### src/rtl/dmem_access_ctrl.sv
// dmem_access_ctrl: MEM-stage data bus sequencer. Takes one load/store at a
// time from the MEM pipeline register, rejects misaligned accesses, and holds
// a lane-aligned dbus request until data_ok. Load results are lane-extracted
// and sign/zero-extended. A sticky watchdog flags a bus that never answers.

package dmem_access_ctrl_pkg;
  typedef enum logic [2:0] {
    MSIZE1 = 3'd0,
    MSIZE2 = 3'd1,
    MSIZE4 = 3'd2,
    MSIZE8 = 3'd3
  } msize_t;
endpackage

module dmem_access_ctrl
  import dmem_access_ctrl_pkg::*;
#(
  parameter int TIMEOUT_CYC = 1024
) (
  input  logic        clk,
  input  logic        resetn,
  input  logic        flush,
  input  logic        req_valid,
  input  logic        req_is_store,
  input  logic [63:0] req_addr,
  input  logic [63:0] req_wdata,
  input  msize_t      req_msize,
  input  logic        req_unsigned,
  output logic        dreq_valid,
  output logic [63:0] dreq_addr,
  output msize_t      dreq_size,
  output logic [7:0]  dreq_strobe,
  output logic [63:0] dreq_data,
  input  logic        dresp_data_ok,
  input  logic [63:0] dresp_data,
  output logic        stall,
  output logic        done_valid,
  output logic [63:0] load_data,
  output logic        misalign,
  output logic        bus_timeout
);

  typedef enum logic [1:0] {IDLE, BUSY, DRAIN, DONE} state_t;

  // Counter is wide enough to hold TIMEOUT_CYC itself, where it saturates.
  localparam int CW = (TIMEOUT_CYC < 2) ? 1 : $clog2(TIMEOUT_CYC + 1);
  localparam logic [CW-1:0] LIMIT = CW'(TIMEOUT_CYC);

  state_t        state, state_next;
  logic [63:0]   addr_q, data_q, load_q;
  msize_t        size_q;
  logic [7:0]    strobe_q;
  logic          unsigned_q, is_store_q, mis_q, timeout_q;
  logic [CW-1:0] wait_cnt;

  logic          accept, aligned;
  logic [7:0]    strobe_calc;
  logic [63:0]   wdata_calc, rshift, load_ext;

  assign accept     = (state == IDLE) && req_valid && !flush;
  assign wdata_calc = req_wdata << {req_addr[2:0], 3'b000};
  assign rshift     = dresp_data >> {addr_q[2:0], 3'b000};

  // Alignment check and byte strobe for the incoming request.
  always_comb begin
    aligned     = 1'b1;
    strobe_calc = 8'hFF;
    case (req_msize)
      MSIZE1: begin
        aligned     = 1'b1;
        strobe_calc = 8'h01 << req_addr[2:0];
      end
      MSIZE2: begin
        aligned     = ~req_addr[0];
        strobe_calc = 8'h03 << {req_addr[2:1], 1'b0};
      end
      MSIZE4: begin
        aligned     = (req_addr[1:0] == 2'b00);
        strobe_calc = 8'h0F << {req_addr[2], 2'b00};
      end
      default: begin
        aligned     = (req_addr[2:0] == 3'b000);
        strobe_calc = 8'hFF;
      end
    endcase
  end

  // Pick the addressed lane out of the read doubleword and extend it.
  always_comb begin
    load_ext = rshift;
    case (size_q)
      MSIZE1:  load_ext = unsigned_q ? {56'd0, rshift[7:0]}
                                     : {{56{rshift[7]}}, rshift[7:0]};
      MSIZE2:  load_ext = unsigned_q ? {48'd0, rshift[15:0]}
                                     : {{48{rshift[15]}}, rshift[15:0]};
      MSIZE4:  load_ext = unsigned_q ? {32'd0, rshift[31:0]}
                                     : {{32{rshift[31]}}, rshift[31:0]};
      default: load_ext = rshift;
    endcase
  end

  // State register.
  always_ff @(posedge clk or negedge resetn) begin
    if (!resetn) state <= IDLE;
    else         state <= state_next;
  end

  // Next-state logic; an issued bus transaction is always seen to completion.
  always_comb begin
    state_next = state;
    case (state)
      IDLE:  if (accept) state_next = aligned ? BUSY : DONE;
      BUSY: begin
        if (dresp_data_ok) state_next = flush ? IDLE : DONE;
        else if (flush)    state_next = DRAIN;
      end
      DRAIN: if (dresp_data_ok) state_next = IDLE;
      DONE:  state_next = IDLE;
      default: state_next = IDLE;
    endcase
  end

  // Per-state handshake outputs.
  always_comb begin
    dreq_valid = 1'b0;
    stall      = 1'b0;
    done_valid = 1'b0;
    misalign   = 1'b0;
    case (state)
      IDLE:  stall = req_valid & ~flush;
      BUSY: begin
        dreq_valid = 1'b1;
        stall      = 1'b1;
      end
      DRAIN: dreq_valid = 1'b1;
      DONE: begin
        done_valid = 1'b1;
        misalign   = mis_q;
      end
      default: ;
    endcase
  end

  // Capture the request on acceptance and the load result on completion.
  always_ff @(posedge clk or negedge resetn) begin
    if (!resetn) begin
      addr_q     <= '0;
      data_q     <= '0;
      size_q     <= MSIZE1;
      strobe_q   <= '0;
      unsigned_q <= 1'b0;
      is_store_q <= 1'b0;
      mis_q      <= 1'b0;
      load_q     <= '0;
    end else begin
      if (accept) begin
        mis_q <= ~aligned;
        if (aligned) begin
          addr_q     <= req_addr;
          data_q     <= wdata_calc;
          size_q     <= req_msize;
          strobe_q   <= strobe_calc;
          unsigned_q <= req_unsigned;
          is_store_q <= req_is_store;
        end
      end
      if (state == BUSY && dresp_data_ok && !flush) load_q <= load_ext;
    end
  end

  // Watchdog: counts cycles spent waiting on the bus, flag is sticky.
  always_ff @(posedge clk or negedge resetn) begin
    if (!resetn) begin
      wait_cnt  <= '0;
      timeout_q <= 1'b0;
    end else if (state == BUSY || state == DRAIN) begin
      if (wait_cnt != LIMIT) wait_cnt <= wait_cnt + CW'(1);
      if (TIMEOUT_CYC != 0 && wait_cnt == LIMIT - CW'(1)) timeout_q <= 1'b1;
    end else begin
      wait_cnt <= '0;
    end
  end

  assign dreq_addr   = addr_q;
  assign dreq_size   = size_q;
  assign dreq_strobe = is_store_q ? strobe_q : 8'h00;
  assign dreq_data   = data_q;
  assign load_data   = load_q;
  assign bus_timeout = timeout_q;

endmodule

### config.mk
export PLATFORM = sky130hd
export DESIGN_NAME = dmem_access_ctrl
export DESIGN_NICKNAME = d
export VERILOG_FILES = /design/src/rtl/dmem_access_ctrl.sv
export SDC_FILE = /design/constraint.sdc
export NUM_CORES = 1
export LEC_CHECK = 0
export BUFFER_PORTS_ARGS = -buffer_cell sky130_fd_sc_hd__buf_2
export CAP_MARGIN = 40
export CORE_ASPECT_RATIO = 0.5
export CORE_MARGIN = 10
export CORE_UTILIZATION = 45
export DETAILED_ROUTE_END_ITERATION = 10
export PLACE_DENSITY = 0.72
export SETUP_SLACK_MARGIN = 0.2
export SYNTH_ARGS = -nofsm -noshare
export SYNTH_HDL_FRONTEND = slang
export SYNTH_SLANG_ARGS = --single-unit
### constraint.sdc
create_clock -name clk -period 2.9 [get_ports clk]
set_clock_uncertainty 0.1 [all_clocks]
set_input_delay 0.58 -clock clk [delete_from_list [all_inputs] [get_ports clk]]
set_output_delay 0.58 -clock clk [all_outputs]
set_load 0.03 [all_outputs]
==> summary.md <==
| Metric | Value |
|---|---|
| Status | complete, no violations |
| RSZ-0062 raised after global routing | no |
| Share of cells above drive strength 1 | 33.86% |
| Initial cell density of the core | 46.33% |
| Synth Warn # | 0 |
| Initial antenna violation count | 1 |
| CP Launch Type | register |
| CP delay by family, top | adder cells |
| Gpl congestion | 0.9205 |
| Max Freq | 401.5 MHz |
| Synthesized area | 12390 um^2 |
| Final setup violation count | 0 |
| Type of the worst setup path | reg2out |
| Post-route ant nets | 0 |
| Layout area overhead | 25.22% |
| Post-synthesis simple-gate area fraction | 19.04% |
| Worst-path fanout max | 14 |
| Max VDD drop | 0.5242 mV |
| Final nets | 1892 |
| Worst-Skew Late Latency | 0.52 ns |
| Flops & latches, synth | 220 |
| Worst EP required | 2.22 ns |
| # Post-CTS Setup Buffers | 0 |
| Per-cell routed wire length | 20.92 um |
| Chip height | 137.3 um |
| Crit-path cells | inv_1 > ha_1 > buf_2 |
| Resize count post-CTS | 0 |
| I/O pins | 410 |
| CTS sink cnt | 220 |
| Root buffer cell | clkbuf_16 |
| Port Buf Inserts | 409 |
| Post-synth EDFFs | 0 |
| Async S/R FF share, synth | 100.0% |
| Multi-input logic area | 6312 um^2 |
| Vias in the first global route | 10855 |
| Leak | 7.496 nW |
| Main combinational cell family by area after synthesis | simple AND/OR/NAND/NOR gates |
| Post-Route WL | 42930 um |
| Post-DP HPWL | 32750 um |
| Synth Instances | 1316 |
| Post-route worst setup slack | 0.4094 ns |
| Max cap viols | 0 |
| Syn Nets | 1525 |
| CTS Hold Bufs | 1 |
| Reg2Reg Setup Slack | 0.49 ns |
| Storage cell area | 5510 um^2 |
| CP arrival | 1.81 ns |
| XOR/XNOR Fraction of Synth Area | 0.5654% |
| H-tree levels | 1 |
| Post-synth top flop | dfrtp_1 |
| Slowest stage cell, crit path | ha_1 |
| Slew HR | 37.32% |
| Total power | 17.51 mW |
| Syn Area/Cell | 9.416 um^2 |
| Sequential-to-total area share from yosys stat | 44.43% |
| First drt pass iteration count | 5 |
| Count of final max-slew check failures | 0 |
| Core area | 26750 um^2 |
| Routed vias | 11082 |
| Crit path time final | 2.491 ns |
| HP Class | in2reg |
| Initial drt markers | 922 |
| Final hold vios | 0 |
| Largest net degree at the start of global routing | 104 |
| PwrDens | 1128 nW/um^2 |
| First-pass GRT wire length | 64760 um |
| Synth Area in Adders | 0.7068% |
| Reg clk slew, reported paths | 0.06 ns |
| Longest Clk Path Bufs | 3 |
| Slowest stage delay, CP | 0.53 ns |
| Place WS | 0.3638 ns |
| GRT Total Usage | 23.48% |
| Slew @ Worst Pin | 0.9368 ns |
| Setup TNS | 0 ns |
| Cell row count | 42 |
| Post-DR vias/cell | 5.401 |
| CTS tree | built |
| DRC violations left | 0 |
| Mux contribution to synthesized area | 11.61% |
| Critical path buffer and inverter count | 2 |
| Overflow after GRT | 0 |
| Fillcell total | 2477 |
| Compound-gate portion of the synthesized area | 18.89% |
| Die X | 254.7 um |
| Period utilisation layout | 85.88% |
| Die ar. | 34980 um^2 |
| CTS buffer count | 22 |
| CP endpoint kind | primary output |
| Unique masters post-synth | 60 |
[cell usage in the layout, fill, tap and decap left out, drive strengths merged, types with 5 or more instances in the layout]
cell type / netlist / final
clkbuf: 45 / 31
ha: 7 / 7
o21a: 20 / 20
dfrtp: 220 / 220
nor2b: 14 / 14
buf: 57 / 444
a211oi: 21 / 21
nand2: 362 / 362
o31ai: 25 / 25
and2: 20 / 20
a32oi: 13 / 13
nor2: 122 / 122
clkinv: 1 / 7
mux4: 18 / 18
mux2: 31 / 31
nand3: 15 / 15
o221ai: 9 / 9
mux2i: 68 / 68
o211ai: 7 / 7
xnor2: 6 / 6
nand3b: 5 / 5
nand2b: 13 / 13
o32a: 5 / 5
o21ai: 49 / 49
inv: 12 / 13
a21oi: 61 / 61
a31oi: 48 / 48
o22a: 7 / 7
[flip-flops by register name (all words and copies together), names as in the netlist]
name	count
load_data	64
dreq_data	64
dreq_size	3
bus_timeout	1
unsigned_q	1
dreq_addr	64
is_store_q	1
mis_q	1
strobe_q	8
state	2
wait_cnt	11
[power by group]
group	switching [mW]	internal, mW
logic	6.34	3.01
clock network	1.27	1.65
registers	0.891	4.36
[worst min-delay path, stage by stage]
cell and delay, ns:
buf_2 0.07, nand2_1 0.04, nand2_1 0.04
[logic make-up after synthesis]
logic type / count (synthesis)
buffers and inverters: 115
muxes: 117
AOI/OAI and AO/OA: 281
DFF: 220
and+or+nand+nor: 568
xor gates and xnor gates: 8
adders and majority gates: 7
[through the flow]
stage | instances | hold WS (ns) | area [um^2] | util, %
6_report | 2052 | 0.1481 | 15520 | 58.01
5_1_grt | 2051 | 0.1312 | 15510 | 58.00
4_1_cts | 2050 | 0.1288 | 15510 | 57.99
3_5_place_dp | 2010 | 0.3558 | 14780 | 55.26
3_3_place_gp | 2009 | 0.3524 | 14780 | 55.24
2_1_floorplan | 1316 | 0.1844 | 12390 | -
[layer usage]
layer / wire length [um] / vias to the layer above / track usage (%)
met3: 2904 / 57 / 4.889
met1: 16920 / 5358 / 28.93
met5: 0 / - / 0
met4: 1091 / 0 / 6.244
met2: 22020 / 360 / 41.39
li1: - / 5307 / -
[cells in the mapped netlist, drive strengths merged (14+ instances only)]
cell type / number / share of area (%)
clkbuf: 45 / 1.4
o21ai: 49 / 2.0
a31oi: 48 / 6.1
and2: 20 / 1.0
o21a: 20 / 1.2
a211oi: 21 / 1.3
nor2: 122 / 3.7
nand2: 362 / 11
o31ai: 25 / 1.6
nand3: 15 / 0.61
mux4: 18 / 3.3
a21oi: 61 / 2.5
dfrtp: 220 / 44
mux2: 31 / 2.8
mux2i: 68 / 5.5
nor2b: 14 / 0.71
buf: 57 / 3.0
[final cells by class]
type                       instances  share of cell area [%]
antenna                            2                 0.03225
inverter                          13                  0.3145
clock buffer                      31                   4.161
tap                              352                   2.838
multi-input combinational        981                   40.68
timing repair buffer             445                   15.98
clock inverter                     8                  0.4838
sequential                       220                   35.51
[worst paths after layout]
kind                                from             to  cells past startpoint
min reg2reg                dreq_addr[57]  dreq_addr[57]                      2
min                         req_addr[34]  dreq_addr[34]                      3
max                             state[0]     dreq_valid                      3
min in group asynchronous         resetn   load_data[9]                      2
max reg2reg                 dreq_addr[0]  load_data[55]                      6
max in group asynchronous         resetn   load_data[4]                      3
(Power assumes the default switching activity.)
